File: src/rtl/dmem_store_buffer.sv
`default_nettype none
// ============================================================================
// Module   : dmem_store_buffer
// Purpose  : Data-memory stage for the pipelined MIPS core. A word-addressed
//            data RAM is fronted by a small FIFO store buffer. Stores retire
//            into the buffer in one cycle. The buffer drains one entry per
//            cycle into RAM whenever the RAM port is not otherwise in use.
//            Loads read RAM combinationally. Pending buffered stores take
//            precedence over the RAM contents.
// Ports    : clk        - clock; all state updates on the rising edge
//            reset      - synchronous, active-high reset
//            memwriteM  - M-stage store request
//            memreadM   - M-stage load request (never set with memwriteM)
//            aluoutM    - byte address; word index = aluoutM[AW+1:2]
//            writedataM - store data
//            readdataM  - combinational load data (0 when no load)
//            stallM     - combinational; core holds M stage while high
//            sb_empty   - 1 when the store buffer holds no entries
// Config   : DMEM_FWD_EN - when defined, a load that hits the buffer gets
//            the youngest matching entry forwarded in the same cycle. When
//            undefined, such a load stalls while the buffer drains.
// Revision : 1.0 - initial release
// ============================================================================
module dmem_store_buffer #(
    parameter int MEM_WORDS = 64,
    parameter int SB_DEPTH  = 4
) (
    input  logic        clk,
    input  logic        reset,
    input  logic        memwriteM,
    input  logic        memreadM,
    input  logic [31:0] aluoutM,
    input  logic [31:0] writedataM,
    output logic [31:0] readdataM,
    output logic        stallM,
    output logic        sb_empty
);

    localparam int c_AW = $clog2(MEM_WORDS);
    localparam int c_PW = $clog2(SB_DEPTH);
    localparam int c_CW = c_PW + 1;

    logic [31:0]     r_mem    [MEM_WORDS];
    logic [c_AW-1:0] r_sbIdx  [SB_DEPTH];
    logic [31:0]     r_sbData [SB_DEPTH];
    logic [c_PW-1:0] r_head;
    logic [c_PW-1:0] r_tail;
    logic [c_CW-1:0] r_count;

    logic [c_AW-1:0] w_idx;
    logic            w_full;
    logic            w_empty;
    logic            w_hit;
    logic            w_accept;
    logic            w_drain;
    logic            w_loadBlocksDrain;
    logic            w_unusedAddr;
`ifdef DMEM_FWD_EN
    logic [31:0]     w_fwdData;
`endif

    // Byte offset and high address bits do not select a word, so addresses
    // alias modulo MEM_WORDS*4.
    assign w_idx        = aluoutM[c_AW+1:2];
    assign w_unusedAddr = ^{aluoutM[31:c_AW+2], aluoutM[1:0]};

    assign w_full   = (r_count == c_CW'(SB_DEPTH));
    assign w_empty  = (r_count == '0);
    assign sb_empty = w_empty;

    // Walk the valid entries from oldest to youngest. A later match
    // overwrites an earlier one, so the youngest matching entry wins.
    always_comb begin
        w_hit = 1'b0;
`ifdef DMEM_FWD_EN
        w_fwdData = '0;
`endif
        for (int k = 0; k < SB_DEPTH; k++) begin
            if ((c_CW'(k) < r_count) &&
                (r_sbIdx[r_head + c_PW'(k)] == w_idx)) begin
                w_hit = 1'b1;
`ifdef DMEM_FWD_EN
                w_fwdData = r_sbData[r_head + c_PW'(k)];
`endif
            end
        end
    end

    assign w_accept = !reset && memwriteM && !w_full;

`ifdef DMEM_FWD_EN
    assign w_loadBlocksDrain = memreadM;
`else
    // A load that hits a pending entry must let the buffer drain.
    // Otherwise the stall it raises could never clear.
    assign w_loadBlocksDrain = memreadM && !w_hit;
`endif

    // Accept and drain are mutually exclusive. A store to a full buffer
    // does not accept, so the drain frees a slot for the retry next cycle.
    assign w_drain = !reset && !w_empty && !w_loadBlocksDrain &&
                     !(memwriteM && !w_full);

    always_comb begin
        stallM = 1'b0;
        if (!reset) begin
`ifdef DMEM_FWD_EN
            stallM = memwriteM && w_full;
`else
            stallM = (memwriteM && w_full) || (memreadM && w_hit);
`endif
        end
    end

    always_comb begin
        readdataM = '0;
        if (!reset && memreadM) begin
`ifdef DMEM_FWD_EN
            readdataM = w_hit ? w_fwdData : r_mem[w_idx];
`else
            readdataM = r_mem[w_idx];
`endif
        end
    end

    // Buffer control state.
    always_ff @(posedge clk) begin
        if (reset) begin
            r_head  <= '0;
            r_tail  <= '0;
            r_count <= '0;
        end else begin
            if (w_accept) begin
                r_tail  <= r_tail + 1'b1;
                r_count <= r_count + 1'b1;
            end
            if (w_drain) begin
                r_head  <= r_head + 1'b1;
                r_count <= r_count - 1'b1;
            end
        end
    end

    // Entry storage needs no reset; validity comes from head and count.
    always_ff @(posedge clk) begin
        if (w_accept) begin
            r_sbIdx[r_tail]  <= w_idx;
            r_sbData[r_tail] <= writedataM;
        end
    end

    // RAM contents are preserved across reset. w_drain is already
    // gated by reset.
    always_ff @(posedge clk) begin
        if (w_drain) begin
            r_mem[r_sbIdx[r_head]] <= r_sbData[r_head];
        end
    end

endmodule
`default_nettype wire
File: config.mk
export PLATFORM = sky130hd
export DESIGN_NAME = dmem_store_buffer
export DESIGN_NICKNAME = d
export VERILOG_FILES = /design/src/rtl/dmem_store_buffer.sv
export SDC_FILE = /design/constraint.sdc
export NUM_CORES = 2
export LEC_CHECK = 0
export CORE_MARGIN = 2
export CORE_UTILIZATION = 65
export CTS_CLUSTER_SIZE = 20
export DETAILED_ROUTE_END_ITERATION = 12
export DONT_BUFFER_PORTS = 1
export PLACE_DENSITY = 0.81
export RECOVER_POWER = 25
export SYNTH_ARGS = -nofsm -noshare
export SYNTH_HDL_FRONTEND = slang
export SYNTH_SLANG_ARGS = --single-unit
File: constraint.sdc
create_clock -name clk -period 11.85 [get_ports clk]
set_clock_uncertainty 0.15 [all_clocks]
set_input_delay 2.37 -clock clk [delete_from_list [all_inputs] [get_ports clk]]
set_output_delay 2.37 -clock clk [all_outputs]
set_load 0.02 [all_outputs]
* Word level (Yosys, flattened, before mapping) *
Memory sizes are Yosys's and may differ from the RTL's. A register that Yosys moved wholly into a read port is not among the register bits.
Index checks and enable logic that the tools add are counted.

storage, ports and cells
  RAM bits = 2,200
  memories kept = 3
  input port bits = 68
  logic and storage cells = 60
  bits in registers = 7

cells by class
  $lt $le $gt $ge = 4
  reduce and logical (&&, ||, !) cells = 23
  add/sub/neg operators = 6
  multiplexer cells = 16
  eq/ne operators = 5

memories
  name      words  width  read ports  clocked after memory_dff  write ports  RTL line  RTL
  r_mem     64     32     1           0                         1            43        logic [31:0] r_mem [MEM_WORDS];
  r_sbData  4      32     1           1                         1            45        logic [31:0] r_sbData [SB_DEPTH];
  r_sbIdx   4      6      4           1                         1            44        logic [c_AW-1:0] r_sbIdx [SB_DEPTH];

operators by type and width
  cell                   number
  $mux W32               1
  $eq A6 B6 Y1           4
  $logic_and A1 B1 Y1    14
  $mux W1                9
  $mux W2                4
  $logic_not A1 Y1       6
  $lt A1 B3 Y1 const A   2
  $lt A2 B3 Y1 const A   2
  $mux W3                2
  $add A2 B1 Y2 const B  2
  $add A2 B2 Y2 const B  2
  $add A3 B1 Y3 const B  1
  $eq A3 B3 Y1 const B   1
  $logic_not A3 Y1       1
  $sub A3 B1 Y3 const B  1
  $reduce_bool A2 Y1     1
  $logic_or A1 B1 Y1     1

* Depth between registers and ports, before layout *
An unclocked memory read counts as a cell.

  depth after elaboration = 14
  gate-level depth with buffers = 12
  gate-level depth less buffers = 8

* Least setup slack after synthesis *
OpenSTA, ideal clock, no wires.

  path kind = input to output
  from = input aluoutM[2]
  to = output readdataM[10]
  path buffers = 3
  required time = 9.330 ns
  path slack = 4.348 ns
  cell stages on the path = 7
  arrival time = 4.982 ns
  cell sequence = clkbuf_1 > clkbuf_1 > buf_1 > mux4_2 > mux4_2 > mux4_2 > nor2b_1

between the ends
  longest elaborated chain between the ends = 2

ends and longest elaborated chain
  what             RTL line  RTL
  start, declared  32        input logic [31:0] aluoutM,
  $mem_v2 Z64 W32  n/a
  $mux W32         117       if (!reset && memreadM) begin
  end, declared    34        output logic [31:0] readdataM,

No other way between the ends.

* Worst setup path after layout *
  from = input aluoutM[2]
  to = output readdataM[18]

Same word-level chain as after synthesis.

==> qor.yml <==
post_cts_buffers: 0
syn_avg_cell_area_um2: 25.18
powerDensity_nw_per_um2: 175.9
syn2layout_area_growth_pct: 10.57
viasPerCell: 7.454
n_fill_cell: 6691
drv_slew: 126
timing.final.ws_setup_ps: 3473
drive_gt1_frac: 0.3160
insertion_delay_ps: 830
dr.pass1.iters: 6
cap_viol_max_count: 1
final_nets: 3530
dp_slack_ps: 4224
drc: 0
reg2regPathDepth: 9
violations: "max-capacitance violations, max-slew violations"
cts_tree: "built"
rsz0062_at_grt: "no"
hold_class: "register to register"
critPathKind: "input port to output pin"
track_usage: 0.3331
path_cells: "mux4_2 > mux4_2 > nor2b_1 > a211oi_1 > a211oi_1"
avgRoutedWirePerCell_um: 39.96
holdBufCountCts: 0
final_cell_mix: "edfxtp_1 (2200), mux4_2 (709), clkbuf_16 (207), buf_4 (66), nor2_4 (64)"
cts_buffers: 201
cts_buffer_depth: 3
ys_dominant_reg_cell: "edfxtp_1"
critPathCaptureType: "output pin"
period_share: 0.7069
tns_ps: 0
num_vias: 39990
whs_endpoint: "r_tail[1]"
holdPathStages: 2
final_common_cell: "edfxtp_1"
core_area_um2: 129500
synth_seq_cells: 2209
syn-num-nets: 3440
dpl.hpwl_um: 98400
clockRootBuffer: "clkbuf_16"
grt_max_degree: 522
synth-edff-count: 2200
overflow: 0
antenna_found_initial: 6
io_buffers: 0
min_from: "r_tail[1]"
crit_fanout: 521
ys_seq_area_frac: 0.7819
regToRegEndpoint: "r_mem[55][8]"
fin_cells: 5365
cp_data_required_time_ps: 9330
cts.sinks: 2209
slew_headroom: -0.2931
worst_path_largest_cell_delay_ps: 1020
cts_resized: 0
hold_viol: 0
grt_pass1_vias: 41030
drtAntennaViolNets: 0
fp-row-count: 132
worst_pin_slew_ps: 1937
gpl.final_weighted_congestion: 0.8329
start_kind: "input port"
synthCells: 3364
reg2reg_slack_ps: 4370
htree_levels: 4
crit_slowest_cell: "mux4_2"
drt_wl_total_um: 214400
fmax_mhz: 119.4
worst-endpoint-arrival_ps: 5860
run_status: "complete, but fails checks"
clk_pin_slew_ps: 60
die_y_um: 365.0
drt-initial-drc-count: 6605
synth_cell_types: 42
vdd_drop_max_mv: 0.1841
power.leakage_uw: 0.02852
die_w_um: 365.0
dp_cells: 4993
min_period_ps: 8377
async_reset_ff_frac: 0
ios: 102
die_area_um2: 133200
syn-cell-area_um2: 84720
finalSetupViolCount: 0
total_power_uw: 16470
grt_pass1_wl_um: 305200
initial_core_util: 0.6543
ys_warn_count: 0
-- metrics by stage --
| step | cell area, µm² | hold slack, ps | util |
|---|---|---|---|
| floorplan | 84720 | 319.2 | - |
| global placement | 87170 | 342.2 | 0.6732 |
| detailed placement | 87170 | 370.0 | 0.6732 |
| CTS | 93670 | 389.1 | 0.7234 |
| global route | 93670 | 401.4 | 0.7234 |
| finish | 93680 | 415.6 | 0.7235 |
-- metal layers --
metal | up-vias | wire length [µm] | GRT usage
li1 | 14830 | - | -
met4 | 4 | 9265 | 0.1286
met3 | 612 | 24530 | 0.07152
met2 | 3385 | 108200 | 0.5411
met5 | - | 57 | 0
met1 | 21160 | 72320 | 0.4544
-- state kept, by name (all words and copies together), names as in the netlist, named ones only --
name / flops
r_head: 2
r_count: 3
r_sbData: 128
r_mem: 2048
r_tail: 2
r_sbIdx: 24
-- critical path, delay by kind of cell --
family	cells	cell delay, ps
AND/OR/NAND/NOR	1	180
AO/OA/AOI/OAI	2	1060
multiplexers	2	1500
-- cells in the mapped netlist (all sizes together) (8+ instances only) --
| cell | instances | area [µm²] |
|---|---|---|
| nor2b | 37 | 231.5 |
| ha | 8 | 100.1 |
| mux4 | 709 | 15970 |
| clkbuf | 88 | 330.3 |
| mux2i | 22 | 220.2 |
| buf | 91 | 386.6 |
| a211oi | 24 | 185.2 |
| nor2 | 76 | 285.3 |
| dfxtp | 9 | 180.2 |
| nand2 | 10 | 37.54 |
| edfxtp | 2200 | 66060 |
| xnor2 | 15 | 131.4 |
| xor2 | 13 | 113.9 |
-- where the power goes --
group          internal, µW  total (µW)  switching [µW]
clock network          3650        6530            2880
registers              8940        8970            32.0
logic                   344         975             631
total                 12900       16500            3540
-- how the worst max path moves through the flow --
stage,from,end,slack (ps),cells past startpoint
final,aluoutM[2],readdataM[18],3470,5
after global routing,aluoutM[2],readdataM[18],4100,5
after CTS,aluoutM[2],readdataM[18],4180,5
after detailed placement,aluoutM[2],readdataM[18],4220,5
after global placement,aluoutM[2],r_mem[55][8],4390,8
after floorplan,aluoutM[2],readdataM[10],4350,7
-- cell families after synthesis --
kind of cell | synth area share
AOI/OAI and AO/OA | 0.003633
xor gates and xnor gates | 0.002895
adders and majority gates | 0.001182
buffers and inverters | 0.008728
DFF | 0.7819
muxes | 0.1913
and+or+nand+nor | 0.01029
-- area by class of cell --
cell class / instances / area (µm²) / share of cell area
flip-flops and latches: 2209 / 66240 / 0.7072
multi-input cells: 970 / 18220 / 0.1945
clock buffers: 246 / 5326 / 0.05686
well taps: 1742 / 2180 / 0.02327
clock inverters: 123 / 1176 / 0.01256
repair buffers: 66 / 495.5 / 0.005289
inverters: 6 / 22.52 / 0.0002404
diodes: 3 / 7.507 / 0.00008014
Note: power is estimated with default switching activity, not from simulation.
